`config.mk`:
```
export PLATFORM = sky130hd
export DESIGN_NAME = dl_rr_arb_wr
export DESIGN_NICKNAME = d
export VERILOG_FILES = /design/src/rtl/dl_arb_pkg.sv /design/src/rtl/dl_rr_pick.sv /design/src/rtl/dl_rr_arb_wr.sv
export SDC_FILE = /design/constraint.sdc
export NUM_CORES = 1
export LEC_CHECK = 0
export ABC_AREA = 1
export ABC_CLOCK_PERIOD_IN_PS = 3900
export CORE_ASPECT_RATIO = 0.7
export CORE_UTILIZATION = 35
export DETAILED_ROUTE_END_ITERATION = 8
export PLACE_DENSITY = 0.82
export SLEW_MARGIN = 20
export SYNTH_ARGS = -nofsm -noshare
export SYNTH_HDL_FRONTEND = slang
export SYNTH_SLANG_ARGS = --single-unit
```
`constraint.sdc`:
```
create_clock -name clk -period 3.9 [get_ports clk]
set_clock_uncertainty 0.15 [all_clocks]
set_input_delay 0.78 -clock clk [delete_from_list [all_inputs] [get_ports clk]]
set_output_delay 0.78 -clock clk [all_outputs]
set_load 0.005 [all_outputs]
```
`src/rtl/dl_arb_pkg.sv`:
```
// Shared types and helpers for the round-robin write arbiter.
package dl_arb_pkg;

    typedef enum logic {
        ARB_EMPTY = 1'b0,
        ARB_FULL  = 1'b1
    } arb_state_e;

    // Index width for n requesters, never less than one bit.
    function automatic int unsigned idx_w(input int unsigned n);
        return (n <= 1) ? 1 : $clog2(n);
    endfunction

endpackage

```
`src/rtl/dl_rr_pick.sv`:
```
// Rotating-priority search: picks the first asserted request at or after ptr,
// wrapping around to index 0.
module dl_rr_pick
    import dl_arb_pkg::*;
#(
    parameter int unsigned NUM_REQ = 4,
    parameter int unsigned IDX_W   = idx_w(NUM_REQ)
) (
    input  logic [NUM_REQ-1:0] req,
    input  logic [IDX_W-1:0]   ptr,
    output logic [NUM_REQ-1:0] onehot,
    output logic [IDX_W-1:0]   idx,
    output logic               any
);

    int unsigned ptr_u;
    logic        found;

    assign ptr_u = 32'(ptr);

    // First pass covers ptr..NUM_REQ-1; second pass only reaches 0..ptr-1
    // because anything above ptr would already have been taken.
    always_comb begin
        onehot = '0;
        idx    = '0;
        found  = 1'b0;
        for (int unsigned i = 0; i < NUM_REQ; i++) begin
            if (!found && req[i] && (i >= ptr_u)) begin
                found     = 1'b1;
                onehot[i] = 1'b1;
                idx       = IDX_W'(i);
            end
        end
        for (int unsigned i = 0; i < NUM_REQ; i++) begin
            if (!found && req[i]) begin
                found     = 1'b1;
                onehot[i] = 1'b1;
                idx       = IDX_W'(i);
            end
        end
    end

    assign any = found;

endmodule

```
`src/rtl/dl_rr_arb_wr.sv`:
```
// Round-robin write arbiter feeding a single registered output word.
// Optional per-requester priority lock enabled by DL_RR_ARB_LOCK_EN.
module dl_rr_arb_wr
    import dl_arb_pkg::*;
#(
    parameter int unsigned NUM_REQ  = 4,
    parameter int unsigned NUM_BITS = 32
) (
    input  logic                         clk,
    input  logic                         rst_n,
    input  logic [NUM_REQ-1:0]           req,
    input  logic [NUM_REQ*NUM_BITS-1:0]  data,
    output logic [NUM_REQ-1:0]           gnt,
    output logic                         out_valid,
    output logic [NUM_BITS-1:0]          out_data,
    output logic [idx_w(NUM_REQ)-1:0]    out_src,
    input  logic                         out_ready
`ifdef DL_RR_ARB_LOCK_EN
    ,
    input  logic [NUM_REQ-1:0]           lock
`endif
);

    localparam int unsigned IDX_W = idx_w(NUM_REQ);

    arb_state_e          state_q, state_d;
    logic [IDX_W-1:0]    ptr_q, ptr_d;
    logic [NUM_BITS-1:0] out_data_q, out_data_d;
    logic [IDX_W-1:0]    out_src_q, out_src_d;

    logic [NUM_REQ-1:0]  pick_oh;
    logic [IDX_W-1:0]    pick_idx;
    logic                pick_any;
    logic                load;
    logic                xfer;
    logic [NUM_BITS-1:0] win_data;
    logic [IDX_W-1:0]    ptr_adv;

    dl_rr_pick #(
        .NUM_REQ (NUM_REQ),
        .IDX_W   (IDX_W)
    ) u_pick (
        .req    (req),
        .ptr    (ptr_q),
        .onehot (pick_oh),
        .idx    (pick_idx),
        .any    (pick_any)
    );

    assign load = (state_q == ARB_EMPTY) || out_ready;
    assign gnt  = (rst_n && load) ? pick_oh : '0;
    assign xfer = rst_n && load && pick_any;

    always_comb begin
        win_data = '0;
        for (int unsigned i = 0; i < NUM_REQ; i++) begin
            if (pick_oh[i]) begin
                win_data = data[i*NUM_BITS +: NUM_BITS];
            end
        end
    end

    // State register
    always_ff @(posedge clk) begin
        if (!rst_n) begin
            state_q <= ARB_EMPTY;
        end else begin
            state_q <= state_d;
        end
    end

    // Next-state logic
    always_comb begin
        state_d = state_q;
        case (state_q)
            ARB_EMPTY: if (xfer) state_d = ARB_FULL;
            ARB_FULL:  if (out_ready && !xfer) state_d = ARB_EMPTY;
            default:   state_d = ARB_EMPTY;
        endcase
    end

    // Output logic
    always_comb begin
        out_valid = (state_q == ARB_FULL);
    end

    assign ptr_adv = (pick_idx == IDX_W'(NUM_REQ - 1)) ? '0 : pick_idx + IDX_W'(1);

    always_comb begin
        ptr_d      = ptr_q;
        out_data_d = out_data_q;
        out_src_d  = out_src_q;
        if (xfer) begin
            out_data_d = win_data;
            out_src_d  = pick_idx;
`ifdef DL_RR_ARB_LOCK_EN
            ptr_d      = (|(lock & pick_oh)) ? pick_idx : ptr_adv;
`else
            ptr_d      = ptr_adv;
`endif
        end
    end

    always_ff @(posedge clk) begin
        if (!rst_n) begin
            ptr_q      <= '0;
            out_data_q <= '0;
            out_src_q  <= '0;
        end else begin
            ptr_q      <= ptr_d;
            out_data_q <= out_data_d;
            out_src_q  <= out_src_d;
        end
    end

    assign out_data = out_data_q;
    assign out_src  = out_src_q;

endmodule

```
==> impl_metrics.yaml, run 1 <==
clocking:
  postCtsSetupBuffers: 0
  cts_tree: "built"
  clkSinkCount: 37
  cts_resized: 0
  clock_path_buffers: 2
  cts-root-buf: "clkbuf_8"
  cts_max_level: 2
  clock_latency_ns: 0.28
  path_clk_slew_ns: 0.07
  cts_hold_buf: 0
  cts_buffers: 5
critical_path:
  crit_path_end_kind: "output port"
  crit_type: "in2out"
  crit_required_ns: 2.97
  arrival_ns: 2.46
  crit_path_start_kind: "input pin"
  cp_max_fo: 4
power_and_ir_drop:
  comb_power_share: 0.407
  switching_power_uw: 374
  p_total_mw: 1.23
  power-per-cell-area_nw_per_um2: 294
  clkPwrFrac: 0.217
  p_seq_frac: 0.376
  irDropWorstVdd_mv: 0.133
  switching_share: 0.305
  p_leak_nw: 1.91
  power.internal_uw: 854
layout:
  layout.nets: 701
  synthToLayoutAreaGrowth_pct: 77.6
  final_util: 0.655
  diodes: 0
  drive_gt1_frac: 0.0406
  mostFrequentLayoutCell: "nand2_1"
  fillers: 599
  layout_common_cells: "207 x nand2_1, 173 x clkdlybuf4s50_1, 38 x nand3_1"
synth:
  synth.yosys.seq_area_share: 0.315
  netlist_instances: 405
  synth.avg_cell_area_sq_um: 5.80
  syn_nets: 540
  synth_cell_types: 19
  synth_largest_area_cell: "nand2_1"
  synth_area_leaders: "nand2_1 33%, dfxtp_1 32%, nand3_1 8.1%"
  synth.cell_area_sq_um: 2350
  ys_seq_elements: 37
  yosysWarnings: 0
  synth_top_area_share: 0.331
global_routing:
  grt_usage: 0.230
  grt_pass1_vias: 2843
  overflow: 0
  grt_pass1_wl_um: 12800
  grt_start_max_net_pins: 46
  antenna_found_initial: 0
sta:
  setup_viol: 0
  hold_viol: 0
  fin_ws_ns: 0.513
  relSlewSlack: 0.522
  tightest_slew_ns: 0.714
  rsz0062_at_grt: "false"
  min_period_over_period: 0.868
  fmax_mhz: 295
  tns_ns: 0
  drv_slew: 0
  final.min_clock_period_ns: 3.39
routing:
  vias: 3045
  vias_per_cell: 4.63
  ant_nets: 0
  firstDrtPassIters: 6
  drtIter0Drc: 133
  routed_wl_um: 8280
  drcViolationCount: 0
  routedWlPerCell_um: 12.6
floorplan:
  pin_count: 174
  chipHeight_um: 70.5
  fp.dieArea_sq_um: 7050
  std_cell_rows: 24
  die_x_um: 99.9
  start_util: 0.369
  coreArea_sq_um: 6370
status:
  outcome: "finished clean"
min_path:
  min_path_type: "reg2reg"
placement:
  routabilityCongestion: 0.811
  port_buffers: 173
  place_ws_ns: 0.502
  dp_hpwl_um: 6190
run:
  cap_violations: 0
per-stage QoR:
| stage | instance area [sq um] | std cells | hold slack [ns] |
|---|---|---|---|
| after floorplan | 2350 | 405 | 0.301 |
| after global placement | 4080 | 650 | 0.296 |
| after detailed placement | 4080 | 650 | 0.310 |
| after CTS | 4170 | 657 | 0.320 |
| after global routing | 4170 | 657 | 0.334 |
| final | 4170 | 657 | 0.316 |
per-layer routing:
metal  GRT usage  vias up  wire length (um)
li1            -     1580                 -
met3      0.0870        7               877
met1       0.248     1342              3400
met2       0.430      116              3930
met4      0.0490        0                72
met5           0        -                 0
Yosys cell counts:
cell	instances
nand2_4	1
inv_2	2
a21oi_1	6
a21boi_1	1
clkbuf_1	3
nand2_2	7
nand3_1	38
nand4_2	2
buf_2	13
dfxtp_1	37
buf_6	3
inv_1	34
nand2_1	207
nor3_1	1
nor2_1	21
nor2_4	1
nand4_1	24
buf_4	3
nand3_2	1
layout make-up:
type                            instances  area (sq um)  area share
Clock buffer                            7          86.3      0.0207
Inverter                               36           135      0.0324
Multi-Input combinational cell        310          1340       0.321
Sequential cell                        37           741       0.178
Tap cell                               91           114      0.0273
Timing Repair Buffer                  176          1750       0.421
kinds of logic (layout without fill, tap and decap cells):
logic type | after synthesis | in the layout | synth area share
simple gates | 303 | 303 | 0.555
compound gates | 7 | 7 | 0.0160
flops | 37 | 37 | 0.315
buf+inv | 58 | 219 | 0.114
power by group through the flow:
stage / combinational (mW) / clock [mW] / sequential [mW]
floorplan: 0.212 / 0 / 0.472
global placement: 0.493 / 0 / 0.466
detailed placement: 0.503 / 0 / 0.470
CTS: 0.505 / 0.278 / 0.462
global route: 0.549 / 0.296 / 0.468
finish: 0.499 / 0.267 / 0.462
path summary, 6_finish.rpt:
kind | start | endpoint | slack [ns] | cells after the start
min reg2reg | out_src[0]$_SDFFE_PN0P_ | out_src[0]$_SDFFE_PN0P_ | 0.32 | 2
max reg2reg | ptr_q[1]$_SDFFE_PN0P_ | out_src[0]$_SDFFE_PN0P_ | 1.66 | 9
max | rst_n | gnt[3] | 0.51 | 6
min | out_src[0]$_SDFFE_PN0P_ | out_src[0]$_SDFFE_PN0P_ | 0.32 | 2
critical path, cell delays in order:
cell and delay, ns:
clkdlybuf4s50_1 0.49, inv_1 0.08, a21oi_1 0.27, inv_1 0.15
nor2_1 0.15, clkdlybuf4s50_1 0.54
sequential cells by signal, indices dropped and copies added, names as in the netlist:
| register | cells |
|---|---|
| out_data | 32 |
| out_valid | 1 |
| out_src | 2 |
| ptr_q | 2 |
Note: power is estimated with default switching activity, not from simulation.
==> run 2: changes to the inputs <==
--- a/config.mk
+++ b/config.mk
@@ -7,6 +7,7 @@
 export LEC_CHECK = 0
 export ABC_AREA = 1
 export ABC_CLOCK_PERIOD_IN_PS = 3900
+export CAP_MARGIN = 20
 export CORE_ASPECT_RATIO = 0.7
 export CORE_UTILIZATION = 35
 export DETAILED_ROUTE_END_ITERATION = 8
==> results of run 2 <==
Same layout as run 1: the final DEF is identical, and so are final timing and power.
==> run 3: changes to the inputs <==
--- a/config.mk
+++ b/config.mk
@@ -9,9 +9,9 @@
 export ABC_CLOCK_PERIOD_IN_PS = 3900
 export CAP_MARGIN = 20
 export CORE_ASPECT_RATIO = 0.7
-export CORE_UTILIZATION = 35
+export CORE_UTILIZATION = 37
 export DETAILED_ROUTE_END_ITERATION = 8
-export PLACE_DENSITY = 0.82
+export PLACE_DENSITY = 0.86
 export SLEW_MARGIN = 20
 export SYNTH_ARGS = -nofsm -noshare
 export SYNTH_HDL_FRONTEND = slang
==> run 3 against run 2 <==
Compared with the run above: non-clock buffer count stayed put; total power is 0.12% lower; critical path depth is 1 higher; maximum frequency is 1.8% lower; via count is 2.3% higher; core utilization is 4.5 points higher; largest cell class unchanged.
==> impl_metrics.yaml, run 3 (synthesized netlist as in run 1, its figures left out) <==
status:
  outcome: "finished clean"
sta:
  drv_slew: 0
  final.min_clock_period_ns: 3.45
  tns_ns: 0
  fmax_mhz: 290
  relSlewSlack: 0.533
  hold_viol: 0
  hold_slack_ns: 0.322
  tightest_slew_ns: 0.698
  setup_viol: 0
  min_period_over_period: 0.885
  rsz0062_at_grt: "false"
placement:
  port_buffers: 173
  dpl.cell_count: 634
  dp_hpwl_um: 6350
  routabilityCongestion: 0.911
floorplan:
  die_x_um: 97.2
  chipHeight_um: 68.7
  start_util: 0.396
  std_cell_rows: 23
  coreArea_sq_um: 5930
  fp.dieArea_sq_um: 6670
  pin_count: 174
routing:
  firstDrtPassIters: 4
  drcViolationCount: 0
  ant_nets: 0
  vias_per_cell: 4.86
  routedWlPerCell_um: 13.3
  routed_wl_um: 8500
  vias: 3115
  drtIter0Drc: 135
run:
  cap_violations: 0
layout:
  fillers: 510
  largest_reg_flops: 32
  layout.nets: 701
  diodes: 0
  mostFrequentLayoutCell: "nand2_1"
  layout_common_cells: "207 x nand2_1, 173 x clkdlybuf4s50_1, 38 x nand3_1"
  synthToLayoutAreaGrowth_pct: 76.7
  stdcell_count: 641
  drive_gt1_frac: 0.0406
power_and_ir_drop:
  clkPwrFrac: 0.214
  p_leak_nw: 1.91
  comb_power_share: 0.409
  power-per-cell-area_nw_per_um2: 295
  switching_power_uw: 373
  power.internal_uw: 853
  p_seq_frac: 0.377
  switching_share: 0.304
  irDropWorstVdd_mv: 0.132
critical_path:
  arrival_ns: 2.52
  cp_top_family: "buffers and inverters"
  crit_type: "in2out"
  crit_path_start_kind: "input pin"
  ff2ff_path_depth: 9
  path_buf_inv: 2
  cp_max_fo: 4
  r2r_slack_ns: 1.62
  r2r-start: "ptr_q[1]$_SDFFE_PN0P_"
  r2r-end: "out_src[0]$_SDFFE_PN0P_"
  crit_required_ns: 2.97
  crit_chain: "clkdlybuf4s50_1 > nand2_2 > nand2_2 > nor2_4 > nand4_2 > a21oi_1 > clkdlybuf4s50_1"
  crit_path_end_kind: "output port"
  crit_path_max_incr_delay_ns: 0.53
  crit_slowest_cell: "clkdlybuf4s50_1"
clocking:
  postCtsSetupBuffers: 0
  cts-root-buf: "clkbuf_8"
  clock_path_buffers: 2
  cts_hold_buf: 0
  path_clk_slew_ns: 0.07
  cts_resized: 0
  cts_max_level: 2
  cts_buffers: 5
  cts_tree: "built"
  clkSinkCount: 37
  clock_latency_ns: 0.28
global_routing:
  grt_pass1_vias: 2932
  overflow: 0
  antenna_found_initial: 0
  grt_pass1_wl_um: 13400
  grt_usage: 0.254
  grt_start_max_net_pins: 46
min_path:
  min_path_type: "reg2reg"
  hold_depth: 2
  hp-start: "out_src[0]$_SDFFE_PN0P_"
  min_to: "out_src[0]$_SDFFE_PN0P_"
## run 3: worst max path at each step
stage / startpoint / endpoint / cells after the start
after floorplan: rst_n / gnt[0] / 5
after global placement: req[2] / gnt[2] / 7
after detailed placement: req[2] / gnt[2] / 7
after CTS: req[2] / gnt[2] / 7
after global routing: req[0] / gnt[2] / 7
final: req[2] / gnt[2] / 7
## run 3: through the flow
step                total power, mW  setup WS [ns]  instance area (sq um)   util
CTS                            1.24          0.476                   4150  0.700
detailed placement            0.974          0.483                   4060  0.686
finish                         1.23          0.450                   4150  0.700
global placement              0.960          0.608                   4060  0.686
global route                   1.31          0.409                   4150  0.700
floorplan                     0.684           1.47                   2350      -
## run 3: area by class of cell
cell class | instances | area (sq um) | share of cell area
sequential | 37 | 741 | 0.178
tap | 75 | 93.8 | 0.0226
multi-input combinational | 310 | 1340 | 0.323
clock buffer | 7 | 86.3 | 0.0208
inverter | 36 | 135 | 0.0326
timing repair buffer | 176 | 1750 | 0.423
## run 3: worst register-to-register path, stage by stage, from the launching register on
cell and delay, ns:
dfxtp_1 0.38, nand2_1 0.10, nand2_2 0.09, nand2_2 0.07
nor2_4 0.16, nand4_2 0.15, nand2_4 0.40, inv_2 0.35
nand3_1 0.18, a21boi_1 0.17
## run 3: layer usage
metal | wire, um | global-route usage | vias to the layer above
met5 | 0 | 0 | -
met4 | 172 | 0.101 | 0
met3 | 670 | 0.0696 | 18
met2 | 4180 | 0.474 | 137
met1 | 3470 | 0.284 | 1377
li1 | - | - | 1583
## run 3: power groups by stage
stage / combinational (mW) / clock, mW / sequential [mW]
finish: 0.502 / 0.262 / 0.462
global route: 0.554 / 0.287 / 0.468
CTS: 0.505 / 0.270 / 0.462
detailed placement: 0.504 / 0 / 0.470
global placement: 0.492 / 0 / 0.468
floorplan: 0.212 / 0 / 0.472
